### src/rtl/fetch_pkg.sv
// Shared constants and queue-entry layout for the instruction fetch stage.
// A queue entry is the concatenation {pc, instr}, with pc in the upper bits.
package fetch_pkg;
  localparam int ADDR_W     = 32;
  localparam int INSTR_W    = 32;
  localparam int WORD_INCR  = 4;
  localparam logic [ADDR_W-1:0] RESET_VECTOR_DEFAULT = 32'h0000_0000;
  localparam int ENTRY_W    = ADDR_W + INSTR_W;

  typedef struct packed {
    logic [ADDR_W-1:0]  pc;
    logic [INSTR_W-1:0] instr;
  } fetch_entry_t;
endpackage

### src/rtl/fetch_fifo.sv
// Generic circular-buffer FIFO, DEPTH x WIDTH.
// Ports: clock, reset (sync, active-high), push/wr_data, pop/rd_data,
//        flush (empties the buffer next cycle), count, full, empty.
// Pointers carry one extra bit beyond the index width; only the low bits
// address the storage. A push is honoured when full only if a pop happens
// in the same cycle, and a pop is ignored when empty.
module fetch_fifo #(
  parameter int DEPTH = 4,
  parameter int WIDTH = 64
) (
  input  logic                   clock,
  input  logic                   reset,
  input  logic                   push,
  input  logic [WIDTH-1:0]       wr_data,
  input  logic                   pop,
  input  logic                   flush,
  output logic [WIDTH-1:0]       rd_data,
  output logic [$clog2(DEPTH):0] count,
  output logic                   full,
  output logic                   empty
);
  localparam int PTR_W = $clog2(DEPTH);

  logic [WIDTH-1:0] mem [DEPTH];
  logic [PTR_W:0]   rd_ptr;
  logic [PTR_W:0]   wr_ptr;
  logic             do_push;
  logic             do_pop;

  assign full    = (count == (PTR_W+1)'(DEPTH));
  assign empty   = (count == '0);
  assign do_pop  = pop & ~empty;
  assign do_push = push & (~full | do_pop);
  assign rd_data = mem[rd_ptr[PTR_W-1:0]];

  always_ff @(posedge clock) begin
    if (reset || flush) begin
      rd_ptr <= '0;
      wr_ptr <= '0;
      count  <= '0;
    end else begin
      if (do_push) wr_ptr <= wr_ptr + 1'b1;
      if (do_pop)  rd_ptr <= rd_ptr + 1'b1;
      if (do_push && !do_pop)      count <= count + 1'b1;
      else if (!do_push && do_pop) count <= count - 1'b1;
    end
  end

  // Storage needs no reset: count gates every read that matters.
  always_ff @(posedge clock) begin
    if (do_push) mem[wr_ptr[PTR_W-1:0]] <= wr_data;
  end
endmodule

### src/rtl/instruction_fetch_queue.sv
// Fetch stage between the instruction prefetcher and decode.
// Generates the sequential fetch PC, captures returned words into a small
// queue feeding decode, and flushes/restarts on a branch redirect.
// Ports:
//   clock, reset            - clock, synchronous active-high reset
//   fetch_addr/fetch_req    - current PC and request-live flag to prefetcher
//   fetch_wait/fetch_instr  - prefetcher stall and returned word
//   redirect_valid/_addr    - redirect strobe and target from execute
//   dec_valid/ready/instr/pc- head of queue toward decode
// Optional: define FETCH_PERF_CNT_EN to add saturating stall_cycles (32b)
// and flush_count (16b) performance counter outputs.
module instruction_fetch_queue
  import fetch_pkg::*;
#(
  parameter int                ADDR_W       = fetch_pkg::ADDR_W,
  parameter int                INSTR_W      = fetch_pkg::INSTR_W,
  parameter int                DEPTH        = 4,
  parameter logic [ADDR_W-1:0] RESET_VECTOR = RESET_VECTOR_DEFAULT
) (
  input  logic               clock,
  input  logic               reset,
  output logic [ADDR_W-1:0]  fetch_addr,
  output logic               fetch_req,
  input  logic               fetch_wait,
  input  logic [INSTR_W-1:0] fetch_instr,
  input  logic               redirect_valid,
  input  logic [ADDR_W-1:0]  redirect_addr,
  output logic               dec_valid,
  input  logic               dec_ready,
  output logic [INSTR_W-1:0] dec_instr,
  output logic [ADDR_W-1:0]  dec_pc
`ifdef FETCH_PERF_CNT_EN
  ,
  output logic [31:0]        stall_cycles,
  output logic [15:0]        flush_count
`endif
);
  localparam int E_W = ADDR_W + INSTR_W;

  logic [ADDR_W-1:0]      pc;
  logic [E_W-1:0]         head;
  logic [ADDR_W-1:0]      head_pc;
  logic [INSTR_W-1:0]     head_instr;
  logic [ADDR_W-1:0]      last_pc;
  logic [INSTR_W-1:0]     last_instr;
  logic [$clog2(DEPTH):0] count;
  logic                   full;
  logic                   empty;
  logic                   pop;
  logic                   accept;
  logic                   room;

  // Room for a push this cycle: not full, or the head leaves as we push.
  assign pop       = dec_valid & dec_ready;
  assign room      = ~full | pop;
  assign fetch_req = ~reset & room;
  // A redirect cancels both the push and the pop of its cycle.
  assign accept    = fetch_req & ~fetch_wait & ~redirect_valid & room;

  assign fetch_addr = pc;
  assign dec_valid  = ~empty;
  assign {head_pc, head_instr} = head;
  // While empty, decode keeps seeing the last head it was shown.
  assign dec_pc    = empty ? last_pc    : head_pc;
  assign dec_instr = empty ? last_instr : head_instr;

  fetch_fifo #(.DEPTH(DEPTH), .WIDTH(E_W)) u_fifo (
    .clock   (clock),
    .reset   (reset),
    .push    (accept),
    .wr_data ({pc, fetch_instr}),
    .pop     (pop & ~redirect_valid),
    .flush   (redirect_valid),
    .rd_data (head),
    .count   (count),
    .full    (full),
    .empty   (empty)
  );

  always_ff @(posedge clock) begin
    if (reset)               pc <= RESET_VECTOR;
    else if (redirect_valid) pc <= {redirect_addr[ADDR_W-1:2], 2'b00};
    else if (accept)         pc <= pc + ADDR_W'(WORD_INCR);
  end

  always_ff @(posedge clock) begin
    if (reset) begin
      last_pc    <= '0;
      last_instr <= '0;
    end else if (!empty) begin
      last_pc    <= head_pc;
      last_instr <= head_instr;
    end
  end

`ifdef FETCH_PERF_CNT_EN
  always_ff @(posedge clock) begin
    if (reset) begin
      stall_cycles <= '0;
      flush_count  <= '0;
    end else begin
      if (fetch_req && fetch_wait && stall_cycles != '1)
        stall_cycles <= stall_cycles + 1'b1;
      if (redirect_valid && flush_count != '1)
        flush_count <= flush_count + 1'b1;
    end
  end
`endif
endmodule

### config.mk
export PLATFORM = sky130hd
export DESIGN_NAME = instruction_fetch_queue
export DESIGN_NICKNAME = d
export VERILOG_FILES = /design/src/rtl/fetch_pkg.sv /design/src/rtl/fetch_fifo.sv /design/src/rtl/instruction_fetch_queue.sv
export SDC_FILE = /design/constraint.sdc
export NUM_CORES = 1
export LEC_CHECK = 0
export ABC_CLOCK_PERIOD_IN_PS = 8800
export BUFFER_PORTS_ARGS = -buffer_cell sky130_fd_sc_hd__buf_4
export CORE_ASPECT_RATIO = 1.25
export CORE_MARGIN = 5
export CORE_UTILIZATION = 60
export DETAILED_ROUTE_END_ITERATION = 8
export PLACE_DENSITY = 0.82
export SLEW_MARGIN = 30
export SYNTH_ARGS = -nofsm -noshare
export SYNTH_HDL_FRONTEND = slang
export SYNTH_SLANG_ARGS = --single-unit
export TNS_END_PERCENT = 50
### constraint.sdc
create_clock -name clock -period 8.8 [get_ports clock]
set_input_delay 1.76 -clock clock [delete_from_list [all_inputs] [get_ports clock]]
set_output_delay 1.76 -clock clock [all_outputs]
set_load 0.01 [all_outputs]
==> results.txt, run 1 <==
----------------------------------------------------
[Status]
  Result of the run ... finished, final reports clean

[Setup path]
  Setup slack, reg-to-reg ... a little under 6 ns
  Critical path capture point type ... output pin
  Reg-to-Reg Start ... u_fifo.count[0]
  Critical path start-end classification ... in -> out
  Startpoint Class ... input pin
  Slowest stage cell on the critical path ... nor4b_4
  Max Fanout on Critical Path ... 8
  Worst reg2reg path depth ... 10
  Cell-by-cell listing of the critical path ... buf_4 > nor4b_4 > nor2_1 > buf_4
  Crit Reg-Reg Endpoint ... u_fifo.count[2]
  WP data required ... around 7 ns
  Data arrival time of the critical path ... 2.75 ns
  Most common cell type on the critical path ... buf_4
  Slowest cell delay on critical path ... around 0.6 ns

[Timing]
  Max frequency ... 0.222 GHz
  Worst rel slew slack ... about 45%
  Minimum clock period ... 4.51 ns
  Actual transition at the worst max-transition pin ... between 0.8 and 0.9 ns
  Final Skew ... 0.00840 ns
  Total Negative Setup Slacks ... 0 ns
  Final setup violation count ... 0
  Period utilization ... 51.2%
  Count of pins over their slew limit ... 0
  RSZ-0062 raised after global routing ... false
  Hold violation total from the final report ... 0

[Cells and area]
  Finished Core Util ... between 70% and 80%
  Area of the multi-input gates ... just under 4000 µm²
  Area delta synth->final ... 19.7%
  Filler instances ... 1426
  Final std cells w/o fill ... 1398
  Storage element area ... 9510 µm²
  Fraction of layout instances using a drive strength above 1 ... 27.8%
  Total inserted antenna cells ... 0
  Final net count ... 1165

[Hold path]
  Hold worst-path end ... u_fifo.wr_ptr[1]
  Kind of path behind the tightest hold check ... reg -> reg
  Source of the worst hold timing path ... u_fifo.wr_ptr[1]
  Number of cells on the worst hold path ... 2

[Placed design]
  Last weighted congestion value of the routability-driven placer ... roughly 0.8
  Number of placed instances, taps included ... ~1.3k
  Detailed placement HPWL ... 17700 µm
  Port Buffers ... 162

[Global route]
  GRT Overall Usage ... 22.4%
  Largest net degree at the start of global routing ... 65
  Antenna violations before repair ... 0
  Overflow after GRT ... 0
  Via count of the first global-routing pass ... 8483
  Wire length of the first global-routing pass ... 46000 µm

[Pwr]
  Maximum resistive drop on vdd ... 179 µV
  Pwr Density ... 216 nW/µm²
  Static leakage power ... 6.12 nW

[Yosys]
  Post-synthesis instance area ... 13700 µm²
  Flops & latches, synth ... about 350
  Largest area contributor in the synthesized netlist ... edfxtp_1
  Number of enable flip-flop cells after synthesis ... 248
  Top cell types by occurrence after synthesis ... edfxtp_1, nand2_1, dfxtp_1
  Most used flip-flop cell after synthesis ... edfxtp_1
  Area fraction of the dominant cell type after synthesis ... 54.3%
  Cells after Synth ... 926
  Number of unique standard cell types used by synthesis ... 53
  Top-count cell post-synth ... edfxtp_1
  Mean Syn Cell Area ... 14.8 µm²
  Async set-or-reset flop fraction in the synthesized netlist ... 0%
  Register area share after synthesis ... 69.4%
  Top cells by area, synth ... edfxtp_1, dfxtp_1, mux4_2
  Yosys Warn Count ... 0

[Detailed routing]
  DR WL/cell ... 20.9 µm
  Via-to-Cell Ratio ... 5.79
  DRT antenna net count ... 0
  Violation count after the first detailed-route iteration ... 491
  DRC viols ... 0
  Vias post-DR ... 8093
  Post-detailed-routing wire length ... 29300 µm
  First-pass detailed-route iteration total ... 5

[Clock tree]
  Clock H-tree levels ... 2
  Clock-pin slew reported for the worst setup and hold paths after clock tree synthesis ... about 0.060 ns
  Root buffer cell ... clkbuf_16
  CTS Hold Buffers Added ... 0
  Resize count post-CTS ... 0
  Clock sinks ... 351
  Number of clock buffers inserted by TritonCTS ... 35
  Post-CTS setup buffer count ... 0
  CTS tree ... built
  Maximum clock insertion buffer count ... 3
  Clk_lat worst skew ... approximately 0.50 ns

[Floorplan]
  Initial core utilization ... 61.3%
  Die area ... 26000 µm²
  Top-level I/O count ... 167
  Die width ... about 150 µm
  Number of rows in the core area ... 61
  Die Y-Extent ... 179 µm
  Core Box Area ... 22400 µm²

[Flow run]
  Number of max-capacitance violations reported ... 0

----------------------------------------------------
-- cell type report --
type / instances / share of cell area [%]
Tap cell: 283 / 2.16
Sequential cell: 351 / 58.0
Multi-Input combinational cell: 516 / 24.1
Inverter: 12 / 0.275
Timing Repair Buffer: 173 / 8.47
Clock inverter: 12 / 0.763
Clock buffer: 51 / 6.27
-- cell families after synthesis --
group	synth area share, %
compound gates	1.94
xor+xnor	2.17
fa+ha+maj	0.694
buf+inv	2.03
flops	69.4
mux	10.6
other cells	0.0274
simple gates	13.1
-- state kept, by name, summed over array words and instances, names as in the netlist, named ones only --
name,cells
u_fifo.mem,248
last_instr,32
last_pc,32
fetch_addr,30
u_fifo.count,3
u_fifo.rd_ptr,2
u_fifo.wr_ptr,2
-- metal layers --
layer | up-vias | routed length [µm] | track usage (%)
li1 | 3684 | - | -
met1 | 4068 | 11100 | 27.1
met2 | 271 | 15500 | 40.3
met3 | 70 | 1790 | 4.48
met4 | 0 | 905 | 7.85
met5 | - | 0 | 0
-- worst max-delay path: cells and delay by family --
| family | cells | cell delay [ns] |
|---|---|---|
| and+or+nand+nor | 2 | 0.69 |
| buffers and inverters | 2 | 0.30 |
-- metrics by stage --
stage / hold slack, ns / total power [mW] / worst slack, ns / area (µm²)
final: 0.509 / 3.55 / 4.29 / 16400
after global routing: 0.536 / 3.67 / 4.21 / 16400
after CTS: 0.502 / 3.57 / 4.03 / 16400
after detailed placement: 0.493 / 2.12 / 4.31 / 15200
after global placement: 0.482 / 2.11 / 4.38 / 15100
after floorplan: 0.469 / 1.99 / 4.57 / 13700
-- power by group --
| part | leakage, nW | internal [mW] | switching, mW |
|---|---|---|---|
| Sequential | 3.11 | 1.81 | 0.0340 |
| Clock | 0.565 | 0.874 | 0.591 |
| Combinational | 2.44 | 0.111 | 0.131 |
| Total | 6.12 | 2.79 | 0.756 |
-- cells in the final DEF (no fill, tap or decap), types with 3 or more instances in the layout --
cell type / Yosys / layout
edfxtp_1: 248 / 248
nand2_1: 201 / 201
buf_4: 3 / 167
dfxtp_1: 103 / 101
nor2b_1: 67 / 67
mux4_2: 62 / 62
clkbuf_16: 0 / 37
xor2_1: 25 / 25
nor2_1: 24 / 24
a21oi_1: 16 / 16
and3_1: 18 / 14
nand4_1: 13 / 13
inv_1: 11 / 11
nand3_1: 10 / 10
xnor2_1: 9 / 9
o22ai_1: 9 / 9
clkbuf_1: 28 / 9
a211oi_1: 6 / 6
ha_1: 6 / 6
mux2i_1: 5 / 5
clkbuf_8: 3 / 5
clkinv_2: 0 / 5
and3_4: 0 / 4
o21a_1: 4 / 4
o21ai_0: 4 / 4
buf_12: 0 / 4
nor3_1: 4 / 3
-- worst max-delay path by stage --
| stage | from | slack [ns] | cells after the start | to |
|---|---|---|---|---|
| 2_1_floorplan | dec_ready | 4.57 | 4 | u_fifo.mem[0][0] |
| 3_3_place_gp | dec_ready | 4.38 | 4 | fetch_req |
| 3_5_place_dp | reset | 4.31 | 11 | u_fifo.count[2] |
| 4_1_cts | flop | 4.03 | 5 | dec_pc[18] |
| 5_1_grt | flop | 4.21 | 5 | dec_pc[7] |
| 6_report | dec_ready | 4.29 | 4 | fetch_req |
Note: power is estimated with default switching activity, not from simulation.
==> run 2: changes to the inputs <==
ABC_CLOCK_PERIOD_IN_PS = 4300   (was 8800)
CORE_UTILIZATION = 58   (was 60)
PLACE_DENSITY = 0.8   (was 0.82)
clock period = 4.3 ns   (was 8.8 ns; I/O delays follow)
==> results.txt, run 2 (synthesized netlist as in run 1, its figures left out) <==
----------------------------------------------------
[Status]
  Result of the run ... finished, final reports clean

[Timing]
  Worst rel slew slack ... between 40 and 50%
  Period utilization ... 78.5%
  Total Negative Setup Slacks ... 0 ns
  Actual transition at the worst max-transition pin ... around 0.8 ns
  Max frequency ... 0.296 GHz
  RSZ-0062 raised after global routing ... false
  Final setup violation count ... 0
  Count of pins over their slew limit ... 0
  Minimum clock period ... between 3 and 4 ns
  Final Skew ... 0.0104 ns
  Hold violation total from the final report ... 0

[Pwr]
  Internal power contribution ... 5.76 mW
  Part of the total power dissipated in the clock network ... 41.6%
  Pwr Density ... about 440 nW/µm²
  Switching power share of the total ... a little over a fifth
  Maximum resistive drop on vdd ... around 360 µV
  Sequential share of power ... between 50% and 60%
  Total net switching power ... between 1.5 and 2 mW
  Combinational Power Share ... 6.8%
  Static leakage power ... 6.12 nW

[Setup path]
  Max Fanout on Critical Path ... 26
  Critical path start-end classification ... reg -> out
  Worst reg2reg path depth ... 10
  Critical path capture point type ... output pin
  Startpoint Class ... flop
  WP data required ... about 3.4 ns
  Data arrival time of the critical path ... 2.51 ns

[Floorplan]
  Number of rows in the core area ... 63
  Initial core utilization ... 58.3%
  Die width ... around 150 µm
  Die Y-Extent ... 182 µm
  Top-level I/O count ... 167
  Core Box Area ... 23500 µm²
  Die area ... 26800 µm²

[Detailed routing]
  DRC viols ... 0
  Violation count after the first detailed-route iteration ... 395
  DR WL/cell ... 20.3 µm
  Via-to-Cell Ratio ... 5.67
  First-pass detailed-route iteration total ... 5
  Vias post-DR ... about 8.0k
  Post-detailed-routing wire length ... 28600 µm
  DRT antenna net count ... 0

[Cells and area]
  Total inserted antenna cells ... 0
  Filler instances ... ~1.6k
  Flip-flop count of the largest register, all copies and words added ... 248
  Area delta synth->final ... 19.8%
  Fraction of layout instances using a drive strength above 1 ... between 20 and 30%
  Commonest cells after routing, fill and taps aside ... edfxtp_1, nand2_1, buf_4
  Final std cells w/o fill ... 1407
  Final net count ... 1165
  Most common cell after layout, fill and taps aside ... edfxtp_1

[Hold path]
  Kind of path behind the tightest hold check ... reg -> reg
  Number of cells on the worst hold path ... 2

[Global route]
  Via count of the first global-routing pass ... 8319
  Met2 capacity usage during global routing ... 38.1%
  Overflow after GRT ... 0
  GRT busiest layer ... met2
  Largest net degree at the start of global routing ... 69
  Wire length of the first global-routing pass ... 45500 µm
  GR Util met3 ... 4.14%
  Antenna violations before repair ... 0
  GRT Overall Usage ... a little over a fifth
  Global-route track usage on met1 ... around 28%

[Clock tree]
  Clock sinks ... 351
  Maximum clock insertion buffer count ... 3
  CTS tree ... built
  Number of clock buffers inserted by TritonCTS ... 35
  Clock H-tree levels ... 2
  Clk_lat worst skew ... 0.50 ns
  Post-CTS setup buffer count ... 0
  Resize count post-CTS ... 0
  Clock-pin slew reported for the worst setup and hold paths after clock tree synthesis ... 0.06 ns
  Root buffer cell ... clkbuf_16
  CTS Hold Buffers Added ... 0

[Flow run]
  Number of max-capacitance violations reported ... 0

[Placed design]
  Detailed placement HPWL ... 17300 µm
  Number of placed instances, taps included ... 1344
  Port Buffers ... between 150 and 200
  Last weighted congestion value of the routability-driven placer ... 0.807

----------------------------------------------------
-- run 2: cell count changes in the layout (fill, tap and decap cells not counted), moves of 2 or more --
cell      previous run  this run
clkbuf_1             9         6
buf_12               4         6
buf_16               2         0
clkinv_2             5         7
-- run 2: final timing paths --
kind                                       start               end  slack [ns]
worst max-delay path                        flop        dec_pc[28]        0.93
worst min-delay path            u_fifo.wr_ptr[1]  u_fifo.wr_ptr[1]        0.51
worst max register to register   u_fifo.count[1]   u_fifo.count[2]        1.38
worst min register to register  u_fifo.wr_ptr[1]  u_fifo.wr_ptr[1]        0.51
-- run 2: layout make-up --
class | instances | area (µm²) | area share (%)
repair buffers | 173 | 1370 | 8.37
clock inverters | 13 | 118 | 0.716
multi-input cells | 516 | 3950 | 24.0
well taps | 292 | 365 | 2.23
inverters | 12 | 45.0 | 0.274
flip-flops and latches | 351 | 9510 | 57.9
clock buffers | 50 | 1060 | 6.43
-- run 2: critical path, stage by stage (launching register included) --
cell and delay [ns]:
dfxtp_4 0.71, buf_4 0.39, mux4_2 0.54, nand2_1 0.09, nand2_1 0.12, buf_4 0.17
-- run 2: through the flow --
step	utilization (%)	setup slack (ns)	total power [mW]	instance area (µm²)	hold WS (ns)
after CTS	69.9	0.849	7.35	16400	0.513
final	69.9	0.927	7.29	16400	0.512
after detailed placement	64.9	0.936	4.33	15200	0.493
after global routing	69.9	0.761	7.55	16400	0.546
after global placement	64.9	1.01	4.32	15200	0.477
after floorplan	-	0.966	4.07	13700	0.469
-- run 2: power by group through the flow --
stage / Clock (mW) / Sequential [mW] / Combinational [mW]
after floorplan: 0 / 3.82 / 0.249
after global placement: 0 / 3.83 / 0.486
after detailed placement: 0 / 3.84 / 0.497
after CTS: 3.09 / 3.76 / 0.500
after global routing: 3.24 / 3.77 / 0.541
final: 3.03 / 3.76 / 0.493
-- run 2: layer usage --
| layer | share of wire (%) | vias to the layer above |
|---|---|---|
| li1 | - | 3689 |
| met1 | 40 | 3990 |
| met2 | 52 | 253 |
| met3 | 5.7 | 48 |
| met4 | 2.2 | 0 |
| met5 | 0 | - |
